## config.mk

```make
export PLATFORM = sky130hd
export DESIGN_NAME = inst_decode_flat
export DESIGN_NICKNAME = d
export VERILOG_FILES = /design/src/rtl/inst_decode_if.sv /design/src/rtl/inst_decode.sv /design/src/flat_wrapper.sv
export SDC_FILE = /design/constraint.sdc
export NUM_CORES = 1
export LEC_CHECK = 0
export BUFFER_PORTS_ARGS = -buffer_cell sky130_fd_sc_hd__buf_2
export CORE_MARGIN = 2
export CORE_UTILIZATION = 50
export CTS_CLUSTER_DIAMETER = 40
export CTS_CLUSTER_SIZE = 40
export DETAILED_ROUTE_END_ITERATION = 10
export GPL_TIMING_DRIVEN = 0
export PLACE_DENSITY = 0.84
export SKIP_LAST_GASP = 1
export SLEW_MARGIN = 20
export SYNTH_ARGS = -nofsm -noshare
export SYNTH_HDL_FRONTEND = slang
export SYNTH_SLANG_ARGS = --single-unit
```

## constraint.sdc

```tcl
create_clock -name clk -period 2.8 [get_ports clk]
set_input_delay 0.56 -clock clk [delete_from_list [all_inputs] [get_ports clk]]
set_output_delay 0.56 -clock clk [all_outputs]
set_load 0.01 [all_outputs]
```

## src/rtl/inst_decode_if.sv

```systemverilog
// inst_decode_if -- handshake and decoded-field bundle for the RV32I decoder.
//
// Upstream side : in_valid, in_ready, inst, pc_in, flush
// Downstream side: out_valid, out_ready, opcode, funct3, funct7,
//                  rs1_addr, rs2_addr, rd_addr, imm, pc_out, illegal
//
// Modports:
//   slave  - the decoder itself (consumes instructions, produces fields)
//   master - the environment (fetch + execute side) driving the decoder
interface inst_decode_if #(
  parameter int XLEN = 32
);
  logic            in_valid;
  logic            in_ready;
  logic [31:0]     inst;
  logic [XLEN-1:0] pc_in;
  logic            flush;
  logic            out_valid;
  logic            out_ready;
  logic [6:0]      opcode;
  logic [2:0]      funct3;
  logic [6:0]      funct7;
  logic [4:0]      rs1_addr;
  logic [4:0]      rs2_addr;
  logic [4:0]      rd_addr;
  logic [31:0]     imm;
  logic [XLEN-1:0] pc_out;
  logic            illegal;

  modport slave (
    input  in_valid, inst, pc_in, flush, out_ready,
    output in_ready, out_valid, opcode, funct3, funct7,
           rs1_addr, rs2_addr, rd_addr, imm, pc_out, illegal
  );

  modport master (
    output in_valid, inst, pc_in, flush, out_ready,
    input  in_ready, out_valid, opcode, funct3, funct7,
           rs1_addr, rs2_addr, rd_addr, imm, pc_out, illegal
  );
endinterface

```

## src/rtl/inst_decode.sv

```systemverilog
// inst_decode -- RV32I instruction decoder with a two-entry skid buffer.
//
// Ports:
//   clk  - sole clock, rising edge
//   rst  - asynchronous active-low reset
//   bus  - inst_decode_if.slave: upstream valid/ready + inst/pc_in + flush,
//          downstream valid/ready + decoded fields, imm, pc_out, illegal
//
// Instructions are decoded as they are captured, so the storage holds
// decoded entries. The main register drives the outputs directly; the skid
// register catches one extra entry when downstream stalls, which lets
// in_ready be a registered signal.
//
// Configuration macro: INST_DECODE_ILLEGAL_CHECK_EN
//   defined   - illegal flags entries with a bad encoding (still passed on)
//   undefined - illegal is constant 0, no check logic is built
module inst_decode #(
  parameter int XLEN = 32
) (
  input logic         clk,
  input logic         rst,
  inst_decode_if.slave bus
);

  localparam logic [1:0] ST_EMPTY = 2'd0;
  localparam logic [1:0] ST_ONE   = 2'd1;
  localparam logic [1:0] ST_FULL  = 2'd2;

  typedef struct packed {
    logic [6:0]      opcode;
    logic [2:0]      funct3;
    logic [6:0]      funct7;
    logic [4:0]      rs1;
    logic [4:0]      rs2;
    logic [4:0]      rd;
    logic [31:0]     imm;
    logic [XLEN-1:0] pc;
    logic            illegal;
  } entry_t;

  // Immediate assembly by instruction format; U-type is not sign-extended.
  function automatic logic [31:0] decode_imm(input logic [31:0] i);
    logic [31:0] r;
    case (i[6:0])
      7'b0010011, 7'b0000011, 7'b1100111:
        r = {{20{i[31]}}, i[31:20]};
      7'b0100011:
        r = {{20{i[31]}}, i[31:25], i[11:7]};
      7'b1100011:
        r = {{19{i[31]}}, i[31], i[7], i[30:25], i[11:8], 1'b0};
      7'b0110111, 7'b0010111:
        r = {i[31:12], 12'h000};
      7'b1101111:
        r = {{11{i[31]}}, i[31], i[19:12], i[20], i[30:21], 1'b0};
      default:
        r = 32'h0000_0000;
    endcase
    return r;
  endfunction

`ifdef INST_DECODE_ILLEGAL_CHECK_EN
  // Flags non-32-bit encodings, unknown opcodes and R-type funct7 other
  // than the base ADD/SUB-style values.
  function automatic logic check_illegal(input logic [31:0] i);
    logic bad;
    if (i[1:0] != 2'b11) begin
      bad = 1'b1;
    end else begin
      case (i[6:0])
        7'b0010011, 7'b0000011, 7'b1100111, 7'b0100011,
        7'b1100011, 7'b0110111, 7'b0010111, 7'b1101111:
          bad = 1'b0;
        7'b0110011:
          bad = (i[31:25] != 7'b0000000) && (i[31:25] != 7'b0100000);
        default:
          bad = 1'b1;
      endcase
    end
    return bad;
  endfunction
`endif

  logic [1:0] state_r;
  logic [1:0] state_nxt_s;
  entry_t     main_r;
  entry_t     skid_r;
  entry_t     dec_s;
  logic       in_ready_r;
  logic       out_valid_r;
  logic       accept_s;
  logic       drain_s;
  logic       load_main_dec_s;
  logic       load_main_skid_s;
  logic       load_skid_s;

  // Flush masks the upstream handshake in the same cycle it is raised.
  assign accept_s = bus.in_valid & in_ready_r & ~bus.flush;
  assign drain_s  = out_valid_r & bus.out_ready;

  // Field extraction of the incoming instruction at capture time.
  always_comb begin
    dec_s        = '0;
    dec_s.opcode = bus.inst[6:0];
    dec_s.rd     = bus.inst[11:7];
    dec_s.funct3 = bus.inst[14:12];
    dec_s.rs1    = bus.inst[19:15];
    dec_s.rs2    = bus.inst[24:20];
    dec_s.funct7 = bus.inst[31:25];
    dec_s.imm    = decode_imm(bus.inst);
    dec_s.pc     = bus.pc_in;
`ifdef INST_DECODE_ILLEGAL_CHECK_EN
    dec_s.illegal = check_illegal(bus.inst);
`else
    dec_s.illegal = 1'b0;
`endif
  end

  // Occupancy FSM and register-load selects.
  always_comb begin
    state_nxt_s      = state_r;
    load_main_dec_s  = 1'b0;
    load_main_skid_s = 1'b0;
    load_skid_s      = 1'b0;
    if (bus.flush) begin
      state_nxt_s = ST_EMPTY;
    end else begin
      case (state_r)
        ST_EMPTY: begin
          if (accept_s) begin
            state_nxt_s     = ST_ONE;
            load_main_dec_s = 1'b1;
          end else begin
            state_nxt_s = ST_EMPTY;
          end
        end
        ST_ONE: begin
          if (accept_s && drain_s) begin
            state_nxt_s     = ST_ONE;
            load_main_dec_s = 1'b1;
          end else if (accept_s) begin
            // Main is still held downstream; the newcomer waits in skid.
            state_nxt_s = ST_FULL;
            load_skid_s = 1'b1;
          end else if (drain_s) begin
            state_nxt_s = ST_EMPTY;
          end else begin
            state_nxt_s = ST_ONE;
          end
        end
        ST_FULL: begin
          if (drain_s) begin
            state_nxt_s      = ST_ONE;
            load_main_skid_s = 1'b1;
          end else begin
            state_nxt_s = ST_FULL;
          end
        end
        default: begin
          state_nxt_s = ST_EMPTY;
        end
      endcase
    end
  end

  // State, handshake flags and entry storage.
  always_ff @(posedge clk or negedge rst) begin
    if (!rst) begin
      state_r     <= ST_EMPTY;
      in_ready_r  <= 1'b0;
      out_valid_r <= 1'b0;
      main_r      <= '0;
      skid_r      <= '0;
    end else begin
      state_r     <= state_nxt_s;
      in_ready_r  <= (state_nxt_s != ST_FULL);
      out_valid_r <= (state_nxt_s != ST_EMPTY);
      if (load_main_dec_s) begin
        main_r <= dec_s;
      end else if (load_main_skid_s) begin
        main_r <= skid_r;
      end else begin
        main_r <= main_r;
      end
      if (load_skid_s) begin
        skid_r <= dec_s;
      end else begin
        skid_r <= skid_r;
      end
    end
  end

  assign bus.in_ready  = in_ready_r & ~bus.flush;
  assign bus.out_valid = out_valid_r;
  assign bus.opcode    = main_r.opcode;
  assign bus.funct3    = main_r.funct3;
  assign bus.funct7    = main_r.funct7;
  assign bus.rs1_addr  = main_r.rs1;
  assign bus.rs2_addr  = main_r.rs2;
  assign bus.rd_addr   = main_r.rd;
  assign bus.imm       = main_r.imm;
  assign bus.pc_out    = main_r.pc;
  assign bus.illegal   = main_r.illegal;

endmodule

```

## src/flat_wrapper.sv

```systemverilog
// flat-port wrapper written by rule: the top's interface ports become plain ports
module inst_decode_flat 
#(
  parameter int XLEN = 32
)
  (clk, rst, bus_in_valid, bus_inst, bus_pc_in, bus_flush, bus_out_ready, bus_in_ready, bus_out_valid, bus_opcode, bus_funct3, bus_funct7, bus_rs1_addr, bus_rs2_addr, bus_rd_addr, bus_imm, bus_pc_out, bus_illegal);
  inst_decode_if #(.XLEN(XLEN)) bus_i ();
  input logic clk;
  input logic rst;
  input wire logic [$bits(bus_i.in_valid)-1:0] bus_in_valid;
  input wire logic [$bits(bus_i.inst)-1:0] bus_inst;
  input wire logic [$bits(bus_i.pc_in)-1:0] bus_pc_in;
  input wire logic [$bits(bus_i.flush)-1:0] bus_flush;
  input wire logic [$bits(bus_i.out_ready)-1:0] bus_out_ready;
  output wire logic [$bits(bus_i.in_ready)-1:0] bus_in_ready;
  output wire logic [$bits(bus_i.out_valid)-1:0] bus_out_valid;
  output wire logic [$bits(bus_i.opcode)-1:0] bus_opcode;
  output wire logic [$bits(bus_i.funct3)-1:0] bus_funct3;
  output wire logic [$bits(bus_i.funct7)-1:0] bus_funct7;
  output wire logic [$bits(bus_i.rs1_addr)-1:0] bus_rs1_addr;
  output wire logic [$bits(bus_i.rs2_addr)-1:0] bus_rs2_addr;
  output wire logic [$bits(bus_i.rd_addr)-1:0] bus_rd_addr;
  output wire logic [$bits(bus_i.imm)-1:0] bus_imm;
  output wire logic [$bits(bus_i.pc_out)-1:0] bus_pc_out;
  output wire logic [$bits(bus_i.illegal)-1:0] bus_illegal;
  assign bus_i.in_valid = bus_in_valid;
  assign bus_i.inst = bus_inst;
  assign bus_i.pc_in = bus_pc_in;
  assign bus_i.flush = bus_flush;
  assign bus_i.out_ready = bus_out_ready;
  assign bus_in_ready = bus_i.in_ready;
  assign bus_out_valid = bus_i.out_valid;
  assign bus_opcode = bus_i.opcode;
  assign bus_funct3 = bus_i.funct3;
  assign bus_funct7 = bus_i.funct7;
  assign bus_rs1_addr = bus_i.rs1_addr;
  assign bus_rs2_addr = bus_i.rs2_addr;
  assign bus_rd_addr = bus_i.rd_addr;
  assign bus_imm = bus_i.imm;
  assign bus_pc_out = bus_i.pc_out;
  assign bus_illegal = bus_i.illegal;
  inst_decode #(.XLEN(XLEN)) u_core (.clk(clk), .rst(rst), .bus(bus_i));
endmodule
```

==> metrics.txt <==
DR vias/cell=roughly 5.6; Tmin final=2.59 ns; Synth top area share=approximately 58%; Final ANT Viol Nets=0; pin count of the biggest net entering global routing=102; Core ar.=16,600 sq um; Worst VDD drop=a little under 500 uV; Crit. End Element=flip-flop; Worst Max-Slew Pin Slew=about 0.75 ns; CTS tree=yes; R2R depth=9; number of buffers added on ports=163; Slew Viols, Final=0; Setup crit start kind=flip-flop; required time worst endpoint=about 3.1 ns; Synth top cells by count=nand2_1, dfrtp_1, nor2_1, a31oi_1, clkbuf_1; Final #Nets=around 1,200; DIE HEIGHT=around 130 um; number of library cell types mapped by synthesis=between 40 and 50; Yosys Warn Count=0; Area Growth Syn to Fin=20.2%; die area=between 15,000 and 20,000 sq um; TritonCTS buffer count=17; overall die width=~130 um; Total Routed Length=about 24,000 um; r2r endpoint=u_core.bus.funct7[1]$_DFFE_PN0P_; kind of critical path=reg -> reg; Power Dens Cells=between 700 and 800 nW/um^2; Iter 0 DRT Violations=886; gr usage total=around a quarter; # H-tree levels=4; I/O pin count=between 150 and 200; hold buffer count at CTS=0; Final setup viols=0; r2r setup slk=between 0.2 and 0.25 ns; Slew headroom=approximately half; wire per inst=approximately 18 um; wire length of the first global-routing pass=~37,000 um; final worst-path cycle share=92.5%; DR pass1 iterations=5; synth top area cells=dfrtp_1, nand2_1, a31oi_1; WP data arrival=2.93 ns; clk root buf=clkbuf_16; TritonCTS sink count=between 150 and 200; #FFs+latches synth=between 150 and 200; GP Congestion=around 0.9; syn_nets=1,001; Post-synth ARST share=100%; PostCTS Resize Cnt=0; status=finished clean; maximum clock path buffer count=2; reg2reg start=u_core.in_ready_r$_DFF_PN0_; Post-Syn Area=about 8500 sq um; Antenna Cells=0; critical path peak fanout=10; Final Power=about 0.0076 W; share of cells above drive strength 1=19.7%; Peak Freq=between 0.3 and 0.4 GHz; post-CTS setup buffers=0; final hold violation count=0; HPWL Detailed=roughly 17,000 um; MaxCap Viol Count=0; starting density of the core=around half; Cell Rows=47; worst hold path type=in -> async; initial antenna violation count=0; most numerous cell in the Yosys netlist=nand2_1; clock-pin transition on the worst setup and hold timing paths=roughly 0.070 ns; DR vias=about 7,500; area leader, netlist=dfrtp_1; total gr overflow=0; worst clock skew=~0.0077 ns; Top FF cell, synth=dfrtp_1; Skew-Pair Late Insertion Delay=0.44 ns; syn avg cell area=between 9 and 10 sq um; number of synthesized flops with an enable pin=0; unrepaired setup endpoints after global routing=false; Mapped Cells=between 900 and 1,000; register area share after synthesis=between 50% and 60%; leakage=between 5 and 6 nW; final core occ=61.3%; DR DRC count=0; vias in the first global route=roughly 7,200
==> critical path, cell delays in order, from the launching register on <==
cell and delay [ns]:
dfrtp_1 0.40, nor2b_1 0.16, and2_1 0.19, ha_1 0.20, nand2_1 0.09, a211o_1 0.30, buf_2 0.33, clkbuf_1 0.55
nor2_1 0.08, a31oi_1 0.20
==> flip-flops by register name, summed over array words and instances, names as in the netlist <==
signal                flops
u_core.bus.imm           32
u_core.bus.rd_addr        5
u_core.skid_r            96
u_core.bus.out_valid      1
u_core.in_ready_r         1
u_core.bus.funct7         7
u_core.bus.pc_out        32
u_core.bus.rs1_addr       5
u_core.bus.rs2_addr       5
u_core.bus.funct3         3
u_core.bus.opcode         7
u_core.state_r            2
==> how the worst max path moves through the flow <==
stage               depth (start not counted)                                  to                            from
floorplan                                   8      u_core.bus.imm[13]$_DFFE_PN0P_                       bus_flush
global placement                            1       u_core.skid_r[77]$_DFFE_PN0P_                             rst
detailed placement                          9  u_core.bus.rs1_addr[1]$_DFFE_PN0P_                       bus_flush
CTS                                         8  u_core.bus.rs1_addr[1]$_DFFE_PN0P_     u_core.in_ready_r$_DFF_PN0_
global route                                8       u_core.skid_r[84]$_DFFE_PN0P_  u_core.bus.out_valid$_DFF_PN0_
finish                                      9    u_core.bus.funct7[1]$_DFFE_PN0P_     u_core.in_ready_r$_DFF_PN0_
==> per-layer routing <==
| layer | vias up | routed length [um] | global-route usage, % |
|---|---|---|---|
| met5 | - | 0 | 0 |
| met4 | 0 | 641 | 10.9 |
| met3 | 47 | 1700 | 3.67 |
| met2 | 357 | 11100 | 41.1 |
| met1 | 3617 | 10400 | 38.5 |
| li1 | 3501 | - | - |
==> cell families after synthesis <==
group	share of synthesized area [%]
adders and majority gates	0.296
DFF	58.0
other	0.0443
AOI/OAI and AO/OA	15.0
and+or+nand+nor	23.0
buffers and inverters	3.67
==> where the power goes <==
| part | switching [W] | internal, W |
|---|---|---|
| Clock | 0.00109 | 0.00136 |
| Sequential | 0.000343 | 0.00346 |
| Combinational | 0.000805 | 0.000568 |
==> placed cells by master (no fill, tap or decap), types with 2 or more instances in the layout <==
| master | synthesis | routed |
|---|---|---|
| o2bb2ai_1 | 8 | 8 |
| clkbuf_16 | 0 | 17 |
| and4bb_2 | 2 | 2 |
| a211oi_1 | 2 | 2 |
| a22o_1 | 6 | 6 |
| clkinv_4 | 0 | 2 |
| nand2_1 | 367 | 367 |
| nor2b_1 | 3 | 3 |
| buf_4 | 5 | 5 |
| clkbuf_1 | 52 | 47 |
| nand3_1 | 10 | 10 |
| a32oi_1 | 11 | 11 |
| a21oi_1 | 2 | 2 |
| bufinv_16 | 0 | 2 |
| clkinvlp_4 | 0 | 2 |
| nand4_1 | 2 | 2 |
| o211ai_1 | 6 | 6 |
| inv_1 | 6 | 6 |
| clkbuf_8 | 0 | 2 |
| clkinv_2 | 0 | 4 |
| o21ai_0 | 20 | 20 |
| clkbuf_2 | 0 | 4 |
| a31oi_1 | 76 | 76 |
| o31ai_1 | 2 | 2 |
| nor2_1 | 77 | 77 |
| inv_6 | 0 | 2 |
| a22oi_1 | 4 | 4 |
| ha_1 | 2 | 2 |
| dfrtp_1 | 196 | 196 |
| buf_2 | 8 | 170 |
| and3b_1 | 2 | 2 |
| nand3b_1 | 3 | 3 |
| a211o_1 | 10 | 10 |
| o21a_1 | 4 | 4 |
| nand4b_1 | 2 | 2 |
| a221o_1 | 14 | 14 |
| and3_1 | 7 | 7 |
| o32a_1 | 2 | 2 |
==> stage by stage <==
| step | hold slack [ns] | instances | setup slack [ns] | area, sq um | setup TNS (ns) |
|---|---|---|---|---|---|
| after detailed placement | 0.462 | 1314 | -0.212 | 9590 | -14.04 |
| final | 0.122 | 1344 | 0.209 | 10200 | 0 |
| after CTS | 0.178 | 1345 | 0.00915 | 10200 | 0 |
| after floorplan | 0.264 | 930 | 0.597 | 8460 | 0 |
| after global placement | 0.457 | 1313 | -2.04 | 9550 | -401.07 |
| after global routing | 0.203 | 1344 | 0.105 | 10200 | 0 |
==> area by class of cell <==
cell class / instances / area, sq um
repair buffers: 164 / 853
inverters: 6 / 22.5
plain buffers: 66 / 289
multi-input cells: 661 / 3250
clock buffers: 19 / 453
fillers: 1390 / 6410
flip-flops and latches: 196 / 4900
well taps: 220 / 275
clock inverters: 12 / 130
Note: power is estimated with default switching activity, not from simulation.
